## src/rtl/core_sequencer_pkg.sv

```systemverilog
// Shared encodings for the core sequencer: FSM states, trap causes, op-class flags.
package core_sequencer_pkg;

  localparam logic [2:0] ST_IDLE      = 3'd0;
  localparam logic [2:0] ST_FETCH     = 3'd1;
  localparam logic [2:0] ST_DECODE    = 3'd2;
  localparam logic [2:0] ST_EXECUTE   = 3'd3;
  localparam logic [2:0] ST_MEM       = 3'd4;
  localparam logic [2:0] ST_WRITEBACK = 3'd5;
  localparam logic [2:0] ST_TRAP      = 3'd6;

  localparam logic [1:0] CAUSE_NONE    = 2'd0;
  localparam logic [1:0] CAUSE_ILLEGAL = 2'd1;
  localparam logic [1:0] CAUSE_IFETCH  = 2'd2;
  localparam logic [1:0] CAUSE_DMEM    = 2'd3;

  // Op-class flags as presented by the decoder; bit order {load..alu}.
  typedef struct packed {
    logic load;
    logic store;
    logic branch;
    logic jump;
    logic reg_op;
    logic alu;
  } op_flags_t;

  // Register file is written for anything producing a result; branch and
  // store never write, even if the decoder also raises a result class.
  function automatic logic writes_rf(input op_flags_t f);
    return (f.load | f.reg_op | f.alu | f.jump) & ~(f.branch | f.store);
  endfunction

endpackage

```

## src/rtl/core_sequencer_if.sv

```systemverilog
// Instruction/data memory request-ack handshakes between sequencer and memories.
interface core_sequencer_if;
  logic imem_req;
  logic imem_ack;
  logic dmem_req;
  logic dmem_we;
  logic dmem_ack;

  modport master (output imem_req, dmem_req, dmem_we, input imem_ack, dmem_ack);
  modport slave  (input imem_req, dmem_req, dmem_we, output imem_ack, dmem_ack);
endinterface

```

## src/rtl/core_sequencer_bus_timeout.sv

```systemverilog
// Wait-cycle counter for one outstanding bus request; expired flags the last
// unacked cycle so the FSM can trap instead of waiting again.
module bus_timeout #(
  parameter int TIMEOUT = 16
) (
  input  logic clk,
  input  logic reset,
  input  logic clr,
  input  logic en,
  input  logic ack,
  output logic expired
);
  localparam int W = (TIMEOUT > 1) ? $clog2(TIMEOUT) : 1;

  logic [W-1:0] cnt;

  // Clear on entry to a waiting state, count each cycle spent without ack.
  always_ff @(posedge clk or negedge reset) begin
    if (!reset)            cnt <= '0;
    else if (clr)          cnt <= '0;
    else if (en && !ack)   cnt <= cnt + 1'b1;
  end

  generate
    if (TIMEOUT == 0) begin : g_off
      assign expired = 1'b0;
    end else begin : g_on
      assign expired = en && !ack && (cnt == W'(TIMEOUT - 1));
    end
  endgenerate
endmodule

```

## src/rtl/core_sequencer.sv

```systemverilog
// Multicycle control FSM: fetch -> decode -> execute -> (mem) -> writeback,
// with bus timeouts, retire counting and a sticky TRAP state.
module core_sequencer
  import core_sequencer_pkg::*;
#(
  parameter int TIMEOUT = 16,
  parameter int CNT_W   = 32
) (
  input  logic                clk,
  input  logic                reset,
  input  logic                run,
  core_sequencer_if.master    bus,
  input  logic                is_load,
  input  logic                is_store,
  input  logic                is_branch,
  input  logic                is_jump,
  input  logic                is_reg,
  input  logic                is_alu,
  input  logic                illegal,
  output logic                ir_we,
  output logic                decode_en,
  output logic                exec_en,
  output logic                rf_we,
  output logic                pc_we,
  output logic                halt,
  output logic [1:0]          trap_cause,
  output logic [2:0]          state,
  output logic [CNT_W-1:0]    retire_cnt
);
  logic [2:0] next;
  logic [1:0] next_cause;
  op_flags_t  ops, ops_in;
  logic       waiting, ack, expired, tmo_clr;

  assign ops_in  = '{load: is_load, store: is_store, branch: is_branch,
                     jump: is_jump, reg_op: is_reg, alu: is_alu};
  assign waiting = (state == ST_FETCH) || (state == ST_MEM);
  assign ack     = (state == ST_FETCH) ? bus.imem_ack : bus.dmem_ack;
  assign tmo_clr = ((next == ST_FETCH) && (state != ST_FETCH)) ||
                   ((next == ST_MEM)   && (state != ST_MEM));

  bus_timeout #(.TIMEOUT(TIMEOUT)) u_tmo (
    .clk(clk), .reset(reset), .clr(tmo_clr), .en(waiting), .ack(ack), .expired(expired)
  );

  // Next-state and trap-cause selection; acks only count in their own state.
  always_comb begin
    next       = ST_IDLE;
    next_cause = CAUSE_NONE;
    case (state)
      ST_IDLE:      next = run ? ST_FETCH : ST_IDLE;
      ST_FETCH:
        if (bus.imem_ack)   next = ST_DECODE;
        else if (expired) begin next = ST_TRAP; next_cause = CAUSE_IFETCH; end
        else                next = ST_FETCH;
      ST_DECODE:
        if (illegal || (is_load && is_store)) begin
          next = ST_TRAP; next_cause = CAUSE_ILLEGAL;
        end else next = ST_EXECUTE;
      ST_EXECUTE:   next = (ops.load || ops.store) ? ST_MEM : ST_WRITEBACK;
      ST_MEM:
        if (bus.dmem_ack)   next = ST_WRITEBACK;
        else if (expired) begin next = ST_TRAP; next_cause = CAUSE_DMEM; end
        else                next = ST_MEM;
      ST_WRITEBACK: next = run ? ST_FETCH : ST_IDLE;
      ST_TRAP:      next = ST_TRAP;
      default:      next = ST_IDLE;
    endcase
  end

  // State, trap cause (captured on entry to TRAP), op flags (latched in DECODE).
  always_ff @(posedge clk or negedge reset) begin
    if (!reset) begin
      state      <= ST_IDLE;
      trap_cause <= CAUSE_NONE;
      ops        <= '0;
    end else begin
      state <= next;
      if ((next == ST_TRAP) && (state != ST_TRAP)) trap_cause <= next_cause;
      if (state == ST_DECODE) ops <= ops_in;
    end
  end

  // Retired-instruction counter, wraps naturally at 2^CNT_W.
  always_ff @(posedge clk or negedge reset) begin
    if (!reset)                      retire_cnt <= '0;
    else if (state == ST_WRITEBACK)  retire_cnt <= retire_cnt + 1'b1;
  end

  // Datapath controls are Moore on state/ops, except ir_we which follows imem_ack.
  always_comb begin
    bus.imem_req = (state == ST_FETCH);
    ir_we        = (state == ST_FETCH) && bus.imem_ack;
    decode_en    = (state == ST_DECODE);
    exec_en      = (state == ST_EXECUTE);
    bus.dmem_req = (state == ST_MEM);
    bus.dmem_we  = (state == ST_MEM) && ops.store;
    rf_we        = (state == ST_WRITEBACK) && writes_rf(ops);
    pc_we        = (state == ST_WRITEBACK);
    halt         = (state == ST_TRAP);
  end
endmodule

```

## src/flat_wrapper.sv

```systemverilog
// flat-port wrapper written by rule: the top's interface ports become plain ports
module core_sequencer_flat import core_sequencer_pkg::*;
#(
  parameter int TIMEOUT = 16,
  parameter int CNT_W   = 32
)
  (clk, reset, run, is_load, is_store, is_branch, is_jump, is_reg, is_alu, illegal, ir_we, decode_en, exec_en, rf_we, pc_we, halt, trap_cause, state, retire_cnt, bus_imem_req, bus_dmem_req, bus_dmem_we, bus_imem_ack, bus_dmem_ack);
  core_sequencer_if bus_i ();
  input  logic clk;
  input  logic reset;
  input  logic run;
  input  logic is_load;
  input  logic is_store;
  input  logic is_branch;
  input  logic is_jump;
  input  logic is_reg;
  input  logic is_alu;
  input  logic illegal;
  output logic ir_we;
  output logic decode_en;
  output logic exec_en;
  output logic rf_we;
  output logic pc_we;
  output logic halt;
  output logic [1:0] trap_cause;
  output logic [2:0] state;
  output logic [CNT_W-1:0] retire_cnt;
  output wire logic [$bits(bus_i.imem_req)-1:0] bus_imem_req;
  output wire logic [$bits(bus_i.dmem_req)-1:0] bus_dmem_req;
  output wire logic [$bits(bus_i.dmem_we)-1:0] bus_dmem_we;
  input wire logic [$bits(bus_i.imem_ack)-1:0] bus_imem_ack;
  input wire logic [$bits(bus_i.dmem_ack)-1:0] bus_dmem_ack;
  assign bus_imem_req = bus_i.imem_req;
  assign bus_dmem_req = bus_i.dmem_req;
  assign bus_dmem_we = bus_i.dmem_we;
  assign bus_i.imem_ack = bus_imem_ack;
  assign bus_i.dmem_ack = bus_dmem_ack;
  core_sequencer #(.TIMEOUT(TIMEOUT), .CNT_W(CNT_W)) u_core (.clk(clk), .reset(reset), .run(run), .bus(bus_i), .is_load(is_load), .is_store(is_store), .is_branch(is_branch), .is_jump(is_jump), .is_reg(is_reg), .is_alu(is_alu), .illegal(illegal), .ir_we(ir_we), .decode_en(decode_en), .exec_en(exec_en), .rf_we(rf_we), .pc_we(pc_we), .halt(halt), .trap_cause(trap_cause), .state(state), .retire_cnt(retire_cnt));
endmodule
```

## config.mk

```make
export PLATFORM = sky130hd
export DESIGN_NAME = core_sequencer_flat
export DESIGN_NICKNAME = d
export VERILOG_FILES = /design/src/rtl/core_sequencer_pkg.sv /design/src/rtl/core_sequencer_if.sv /design/src/rtl/core_sequencer_bus_timeout.sv /design/src/rtl/core_sequencer.sv /design/src/flat_wrapper.sv
export SDC_FILE = /design/constraint.sdc
export NUM_CORES = 1
export LEC_CHECK = 0
export ABC_AREA = 1
export CORE_ASPECT_RATIO = 1.75
export CORE_MARGIN = 3
export CORE_UTILIZATION = 50
export CTS_CLUSTER_SIZE = 8
export DETAILED_ROUTE_END_ITERATION = 12
export MAX_ROUTING_LAYER = met4
export PLACE_DENSITY = 0.79
export SLEW_MARGIN = 10
export SYNTH_ARGS = -nofsm -noshare
export SYNTH_HDL_FRONTEND = slang
export SYNTH_SLANG_ARGS = --single-unit
```

## constraint.sdc

```tcl
create_clock -name clk -period 3.7 [get_ports clk]
set_input_delay 0.555 -clock clk [delete_from_list [all_inputs] [get_ports clk]]
set_output_delay 0.555 -clock clk [all_outputs]
set_load 0.005 [all_outputs]
```

== Word level (Yosys, flattened, before mapping) ==
Cells that the tools add are included.

* $add $sub $neg: 2
* Muxes and demuxes: 17
* Reduce and logical (&&, ||, !) cells: 17
* Eq/ne operators: 13
* Bitwise operators: 6

{| class="wikitable"
|+ Operators with widths
! operator !! count
|-
| 32-bit by 1-bit adder with 32-bit output (second input constant) || 1
|-
| 3-bit one-hot mux with 6 select lines || 1
|-
| 3-bit == test (second input constant) || 5
|-
| 3-bit 2-to-1 mux || 4
|-
| 2-bit 2-to-1 mux || 5
|-
| 1-bit logical AND || 9
|-
| 4-bit 2-to-1 mux || 2
|-
| 3-bit by 1-bit == test with 1-bit output (second input constant) || 2
|-
| 3-bit by 2-bit == test with 1-bit output (second input constant) || 2
|-
| 3-bit inequality test (second input constant) || 2
|-
| 2-bit one-hot mux with 3 select lines || 1
|-
| 4-bit by 1-bit adder with 4-bit output (second input constant) || 1
|-
| 4-bit == test (second input constant) || 1
|-
| 1-bit logical OR || 4
|-
| 1-bit 2-to-1 mux || 4
|-
| 1-bit OR || 4
|-
| 3-bit zero test || 1
|-
| 3-bit by 1-bit inequality test with 1-bit output (second input constant) || 1
|-
| 2-bit nonzero test || 1
|-
| 2-bit OR reduction || 1
|-
| 1-bit AND || 1
|-
| 1-bit zero test || 1
|-
| 1-bit inverter || 1
|}

* Input port bits: 12
* Logic and storage cells: 65
* Register bits after elaboration: 47

== Logic depth before layout (Yosys ltp) ==
Gate-level depths: netlist of the first run.

* Depth in word-level cells: 12
* Mapped depth: 10

== By module ==
A second synthesis of the first run with hierarchy kept.

* Cells, all modules: 367
* Area, all modules: 2723.9 µm²

{| class="wikitable"
|+ Modules (own cells, without submodules)
! module !! cells an instance !! times used !! area an instance (µm²) !! sequential area each (µm²)
|-
| core_sequencer || 338 || 1 || 2497.4 || 1076.0
|-
| bus_timeout || 29 || 1 || 226.5 || 100.1
|}

== Worst setup path before layout of the first run ==
No wires, ideal clock.

* Kind: flip-flop to output port
* Start: reg u_core.state[1]
* End: out rf_we
* Path buffers: 2
* Required time: 3.145 ns
* Arrival time: 1.199 ns
* Setup slack: 1.946 ns
* Stages on the path, launching flop included: 5
* Cells stage by stage: dfrtp_1 > buf_2 > nand3b_4 > buf_2 > nor4_1

* Word-level cells in the longest chain between the ends: 2

{| class="wikitable"
|+ RTL lines
! element !! line !! text
|-
| start: declaration || core_sequencer.sv:27 || <nowiki>output logic [2:0] state,</nowiki>
|-
| start signal: assignment || core_sequencer.sv:78 || <nowiki>state <= next;</nowiki>
|-
| 3-bit == test || core_sequencer.sv:98 || <nowiki>rf_we = (state == ST_WRITEBACK) && writes_rf(ops);</nowiki>
|-
| 1-bit logical AND || core_sequencer.sv:98 ||
|-
| end: declaration || flat_wrapper.sv:22 || <nowiki>output logic rf_we;</nowiki>
|}

No other way between the ends.

== Final worst setup path of the first run ==
* Start: reg u_core.state[1]
* End: out pc_we

* Word-level cells in the longest chain between the ends: 1

{| class="wikitable"
|+ RTL lines
! element !! line !! text
|-
| 3-bit == test || core_sequencer.sv:99 || <nowiki>pc_we = (state == ST_WRITEBACK);</nowiki>
|-
| end: declaration || flat_wrapper.sv:23 || <nowiki>output logic pc_we;</nowiki>
|}

No other way between the ends.

==> results of run 1 <==
-- power by group through the flow --
| stage | sequential [mW] | combinational, mW | clock (mW) |
|---|---|---|---|
| CTS | 0.695 | 0.524 | 0.450 |
| detailed placement | 0.705 | 0.519 | 0 |
| floorplan | 0.681 | 0.317 | 0 |
| global placement | 0.700 | 0.515 | 0 |
| finish | 0.693 | 0.517 | 0.438 |
| global route | 0.707 | 0.578 | 0.471 |
-- path summary, 6_finish.rpt --
path / startpoint / endpoint / slack, ns / cells past startpoint
setup / recovery: u_core.state[1] / pc_we / 1.12 / 3
hold / removal: reset / u_core.retire_cnt[11] / 0.43 / 1
setup reg to reg: u_core.state[1] / u_core.retire_cnt[20] / 1.69 / 6
hold reg to reg: u_core.ops[1] / u_core.ops[1] / 0.48 / 2
max in group asynchronous: reset / u_core.state[1] / 2.65 / 1
min in group clk: u_core.ops[1] / u_core.ops[1] / 0.48 / 2
-- per-layer routing --
metal / wire, um / part of all wire, %
met5: 0 / 0
met4: 220 / 3.5
met1: 2250 / 36
met2: 3540 / 56
met3: 279 / 4.4
-- per-stage QoR --
stage | power, mW | worst slack [ns] | std cells | hold slack (ns) | util, %
2_1_floorplan | 0.998 | 1.95 | 347 | 0.259 | -
3_3_place_gp | 1.21 | 1.35 | 454 | 0.459 | 64.6
3_5_place_dp | 1.22 | 1.35 | 454 | 0.464 | 64.6
4_1_cts | 1.67 | 1.10 | 462 | 0.469 | 67.2
5_1_grt | 1.76 | 0.992 | 462 | 0.505 | 67.2
6_report | 1.65 | 1.12 | 462 | 0.434 | 67.2
-- final cells by class --
type                       instances  area, sq um
clock buffer                       6         72.6
clock inverter                     2         60.1
fill                             462         1670
inverter                          46          173
multi-input combinational        250         1320
sequential                        47         1180
tap                               54         67.6
timing repair buffer              57          566
-- state kept, by name, summed over array words and instances, names as in the netlist --
name / cells
u_core.trap_cause: 2
u_core.u_tmo.cnt: 4
u_core.state: 3
u_core.ops: 6
u_core.retire_cnt: 32
-- placed cells by master, fill, tap and decap left out, types with 8 or more instances in the layout --
master | netlist | final
dfrtp_1 | 47 | 47
inv_1 | 42 | 42
clkdlybuf4s50_1 | 0 | 56
xnor2_1 | 8 | 8
nand2_1 | 109 | 109
nor3_1 | 13 | 13
nand3_1 | 18 | 18
xor2_1 | 19 | 19
nor2_1 | 30 | 30
nand4_1 | 9 | 9
-- synth_stat cells, drive strengths merged --
cell / count / area [sq um]
a21oi: 6 / 33.8
and2: 1 / 6.26
and3: 1 / 6.26
buf: 4 / 26.3
dfrtp: 47 / 1180
ha: 2 / 25.0
inv: 46 / 173
nand2: 115 / 452
nand3: 22 / 130
nand3b: 4 / 42.5
nand4: 9 / 56.3
nor2: 40 / 200
nor3: 15 / 85.1
nor4: 2 / 12.5
o21ai: 6 / 30.0
xnor2: 8 / 70.1
xor2: 19 / 166
-- cell families after synthesis --
kind of cell	share of synthesized area, %
AND/OR/NAND/NOR	36.8
buffers and inverters	7.39
adder cells (fa/ha/maj)	0.930
AO/OA/AOI/OAI	2.37
XOR/XNOR	8.79
flip-flops	43.7
-- worst max-delay path: cells and delay by family, from the launching register on --
kind,cells,cell delay [ns]
and+or+nand+nor,1,0.33
buffers and inverters,2,0.88
DFF,1,0.51
==> impl.org, run 1 <==
** Run status
- The run finished with clean final reports.

** CTS
- TritonCTS built the clock tree.
- Number of buffers created by CTS :: 5
- Clock-pin slew was measured on the worst setup and hold paths at approximately 0.08 ns.
- Once the clock tree was built, the setup fixing pass inserted 0 buffers.
- Clock insertion delay at the later pin of the skew report :: between 0.2 and 0.3 ns
- The tree is rooted in a clkbuf_8.
- The number of gates resized after CTS was 0.
- Counting every sink on the clock net gives 47.
- Buffers inserted to repair hold after CTS numbered 0.
- The H-tree generated during clock tree synthesis spans 2 levels.
- The clock passes through at most 2 buffers.

** Synth
- Counting flops and latches in the post-synthesis netlist gives 47.
- Count of warnings emitted by yosys :: 0
- Sequential element share of the synthesized area :: 43.7%
- After technology mapping, the gate count stands at 347.
- A synthesized cell averages 7.76 sq um.
- Netlist cell types :: 28
- Synthesis produced a netlist with a net count of between 300 and 400.
- Cell area after synthesis :: 2690 sq um

** Global route
- Initial antenna violation count :: 0
- Largest net degree at the start of global routing :: 48
- Met1 layer usage reported by global route :: 23.6%
- Met3 Usage GRT :: about 3.8%
- Wire length of the first global-routing pass :: 10.7 mm
- Busiest grt layer :: met2
- The via count of the first global-routing pass was 2440.
- Total GRT Usage :: 22.9%
- The total overflow left after global routing is 0.
- Met2 track demand over resource in global routing :: 40.9%

** Timing
- Setup repair after global routing left no endpoint under its margin.
- The count of endpoints failing hold in the final timing report came to 0.
- The clock arrives with about 0.0028 ns of skew.
- Worst relative slew slack :: 32.0%
- At the pin with the least slew margin, the transition time is 1.02 ns.
- Final critical-path required period :: 2.58 ns
- Setup violations remaining at the end of the flow were counted as 0.
- Derived from the worst setup path, the maximum achievable clock frequency is 387 MHz.
- Max-slew violation total from the final report :: 0
- Accumulated negative setup slack :: 0 ns
- Dividing the final minimum period by the clock period gives ~70%.

** Route
- The first TritonRoute pass finished after 4 iterations.
- Average via count per standard cell :: 5.27
- Antenna-violating nets left :: 0
- Avg WL per Cell :: 13.6 um
- Routed via count :: around 2400
- In the routed design, unresolved DRC markers number 0.
- Wire length after detailed routing :: roughly 6.3 mm
- The detailed router finished its first iteration with 106 violations.

** Floorplan
- Cell Rows :: 34
- Core area :: 5100 sq um
- Number of I/O pins :: 58
- Initial core utilization :: between 50% and 60%
- Area of the die :: 6330 sq um
- Horizontal die dimension :: 61.5 um
- The die is 103 um tall.

** Final layout
- After the last flow step, the layout net total stands at between 400 and 500.
- The post-route netlist has 8.82% of its cells at a drive strength greater than 1.
- Synth-to-layout area growth :: 27.5%
- Design area :: 3430 sq um
- 0 antenna diodes ended up in the layout.

** Power
- Static leakage :: 1.58 nW
- Switching power as a share of total power :: 32.9%
- Sequential cells account for 42.1% of the total power.
- Internal power summed over all cells :: 1.11 mW
- VDD sags by at most 367 uV.
- The share of total power dissipated in the clock network is 26.6%.
- The analysis attributes to net switching a power of ~0.54 mW.
- PwrDens :: 480 nW/um^2
- Combinational cells account for between 30% and 40% of the total power.

** Setup path
- Capturing element type of the critical path :: output pin
- STA classifies the critical path startpoint as a flip-flop.
- Required time worst endpoint :: 3.14 ns
- For the worst setup path, the data arrival time is ~2 ns.
- In this run the worst path has a maximum fanout of 13.
- Slowest-stage cell, CP :: clkdlybuf4s50_1
- The critical path in this run is classified as reg2out.
- Critical path's largest stage delay :: 0.57 ns
- The signal on the critical path passes through nand3b_4, inv_1, clkdlybuf4s50_1.

** Place
- HPWL after DPL :: 4.98 mm
- The placed instances occupy a cell area of around 3300 sq um.
- Quantity of I/O buffers inserted on ports :: 57
- Routability congestion estimate :: 0.966

** Worst hold path
- Class of the worst hold path :: in2async

** Job
- Max_cap viols :: 0
(Power assumes the default switching activity.)
==> inputs of run 2 (changes only) <==
Clock period 3.7 ns to 2.6 ns, I/O delays scaled along.
==> run 2 against run 1 <==
Die area unchanged. Sequential share of layout area shrank 0.17 points. Sequential power increased by 43%. Combinational power increased by 46%. Core utilization up 0.34 points. Critical path depth stayed put. Cell count rose by 0.87%. Clock skew increased by 0.0031 ns.
==> impl.org, run 2 (synthesis results as in run 1) <==
** Setup path
- Following the worst setup path forward leads to its endpoint at rf_we.
- Data on the critical path arrives at its endpoint at between 1.5 and 2 ns.
- Register-to-Register Path Depth :: 7
- Largest fanout on the critical path :: 13
- CP Launch Point :: u_core.state[1]
- The worst setup path is captured at an output pin.
- R2R Path End :: u_core.retire_cnt[20]
- The worst setup path is of the reg2out kind.
- Required time worst endpoint :: 2.21 ns
- Slowest-stage cell, CP :: clkdlybuf4s50_1
- Flop-to-flop setup slack :: 0.74 ns
- On the worst path, the slowest cell contributes a delay of between 0.5 and 0.6 ns.
- The worst setup path is launched from a flip-flop.
- In this run the critical register-to-register path is launched from u_core.state[1].
- The signal on the critical path passes through nand3b_4, nor4_1, clkdlybuf4s50_1.

** Timing
- Final setup viols :: 0
- The count of final max-slew check failures came to 0.
- Highest attainable clock frequency :: roughly 420 MHz
- Hold Violations, Final :: 0
- Measured against its own limit, the worst slew margin works out to 70.5%.
- Period utilization :: approximately nine tenths
- The tightest hold path in the finished design has a slack of ~0.48 ns.
- Maximum clock skew at final layout :: 0.00599 ns
- Slew at the pin with the worst max-slew slack :: 0.439 ns
- Accumulated negative setup slack :: 0 ns
- Setup repair after global routing left no endpoint under its margin.
- The worst path needs 2.37 ns of the cycle, external delays included.

** Final layout
- With fillers left out, the area of the finished cells amounts to 3450 sq um.
- Layout cells sized above 1 :: under 10%
- Top register by number of flip-flops :: u_core.retire_cnt
- The largest registers in the layout are u_core.retire_cnt: 32 flops, u_core.ops: 6 flops, u_core.u_tmo.cnt: 4 flops.
- Most frequent standard cell in the layout excluding fill and tap cells :: nand2_1
- The multi-input combinational cells in the finished layout cover a total of 1320 sq um.
- Registers take 1180 sq um.
- The register with the most flip-flops in the layout has 32 of them.
- After the last flow step, the layout net total stands at 425.
- Filler cells :: 421
- Number of diodes added for antenna fixing :: 0
- The area growth from synthesis to layout is 28.1%.
- Top library cells by usage in the layout, fill and taps aside :: nand2_1, clkdlybuf4s50_1, dfrtp_1

** CTS
- Clock sink count :: 47
- For the worst-skew pair, the clock arrives at the later sink with an insertion delay of 0.30 ns.
- Count of cells resized by post-cts repair :: 0
- Level count of the clock H-tree :: 2
- Number of buffers created by CTS :: 5
- Number of post-CTS setup repair buffers :: 0
- TritonCTS built the clock tree.
- Clock slew seen by the registers of the worst setup and hold paths :: 0.08 ns
- Counting along the longest clock path gives a buffer depth of 2.
- CTS placed an instance of clkbuf_8 at the clock tree root.

** Power
- Combinational cells account for 32.7% of the total power.
- Max IR drop VDD :: ~530 uV
- PwrDens :: approximately 670 nW/um^2
- Static leakage :: 1.59 nW
- P_sw :: 0.787 mW
- The internal power of the cells totals 1.52 mW.
- Net switching is 34.2% of the power.
- The clock network is responsible for 24.4% of the overall power.
- Sequential cells account for 42.9% of the total power.

** Global route
- Wire length of the first global-routing pass :: 10.7 mm
- Gr ovfl total :: 0
- The via count of the first global-routing pass came to 2422.
- In the global route stage, overall resource usage came out at 23.3%.
- The number of antenna violations at the first check in global routing is 0.
- Entering global routing, the biggest net connects 33 pins.

** Place
- HPWL after DPL :: around 5.1 mm
- The count of buffers added on input and output ports is 57.
- At the end of routability-driven placement, the weighted congestion stood at between 0.9 and 1.
- Placed cell area :: 3320 sq um

** Run status
- Status :: completed

** Route
- DRC violation count after routing :: 0
- Wire length after detailed routing :: 6.51 mm
- The highest metal layer carrying signal wires in the routed design is met4.
- Average via count per standard cell :: around 5.3
- Initial drt markers :: 96
- After detailed routing, the average wire length per cell comes to 14.0 um.
- Summed over all nets, wire length on met2 after detailed routing comes to 3.63 mm.
- Sum of met3 wire segment lengths after detailed routing :: 257 um
- Metal1 wirelength :: between 2 and 2.5 mm
- Antenna-violating nets left :: 0
- Routed via count :: 2459
- For this run, the detailed router's first-pass iteration total came to 4.

** Floorplan
- In this run the core area contains 34 standard-cell rows.
- Once the floorplan was initialized, standard cells occupied 52.7% of the core.
- The die covers 6330 sq um.
- Core area :: roughly 5100 sq um
- Number of I/O pins :: 58
- The die is 61.5 um wide.
- The floorplan step set the die height to ~100 um.

** Worst hold path
- The tightest min-delay check is of the reg2reg type.

** Job
- Max_cap viols :: 0
run 2: layout make-up:
type | instances | share of cell area, %
repair buffers | 61 | 17.3
well taps | 54 | 1.96
clock inverters | 2 | 1.02
inverters | 46 | 5.01
multi-input cells | 250 | 38.2
flip-flops and latches | 47 | 34.1
clock buffers | 6 | 2.39
run 2: metrics by stage:
stage	util, %	instances	setup slack [ns]	power (mW)
global placement	65.0	457	0.573	1.75
detailed placement	65.0	457	0.551	1.76
CTS	67.5	466	0.218	2.33
floorplan	-	347	1.01	1.42
global route	67.5	466	0.186	2.46
finish	67.5	466	0.228	2.30
run 2: power by group through the flow:
stage | Combinational (mW) | Sequential, mW | Clock [mW]
after global routing | 0.851 | 1.01 | 0.603
after global placement | 0.752 | 0.994 | 0
after CTS | 0.764 | 0.988 | 0.573
final | 0.753 | 0.988 | 0.562
after detailed placement | 0.757 | 1.00 | 0
after floorplan | 0.451 | 0.969 | 0
run 2: worst min path at each step:
stage                              from               endpoint  slack [ns]  cells after the start
final                     u_core.ops[1]          u_core.ops[1]        0.48                      2
after global routing      u_core.ops[1]          u_core.ops[1]        0.52                      2
after CTS                 u_core.ops[1]          u_core.ops[1]        0.48                      2
after detailed placement          reset  u_core.retire_cnt[13]        0.32                      1
after global placement            reset  u_core.retire_cnt[13]        0.32                      1
after floorplan                   reset          u_core.ops[0]        0.09                      0
run 2: critical path, delay by kind of cell (launching register included):
kind	cells	cell delay (ns)
buffers and inverters	1	0.55
DFF	1	0.52
and+or+nand+nor	2	0.61
run 2: routing by layer:
layer  vias to the layer above  track usage (%)
met2                        79             41.4
met3                        26             3.13
li1                       1210                -
met1                      1144             23.4
met4                         0             13.1
met5                         -                -
run 2: timing repair:
action | in CTS | in global routing
hold endpoints to repair | 15 | 0
hold buffers | 1 | 0
endpoints found under the setup margin | 0 | 0
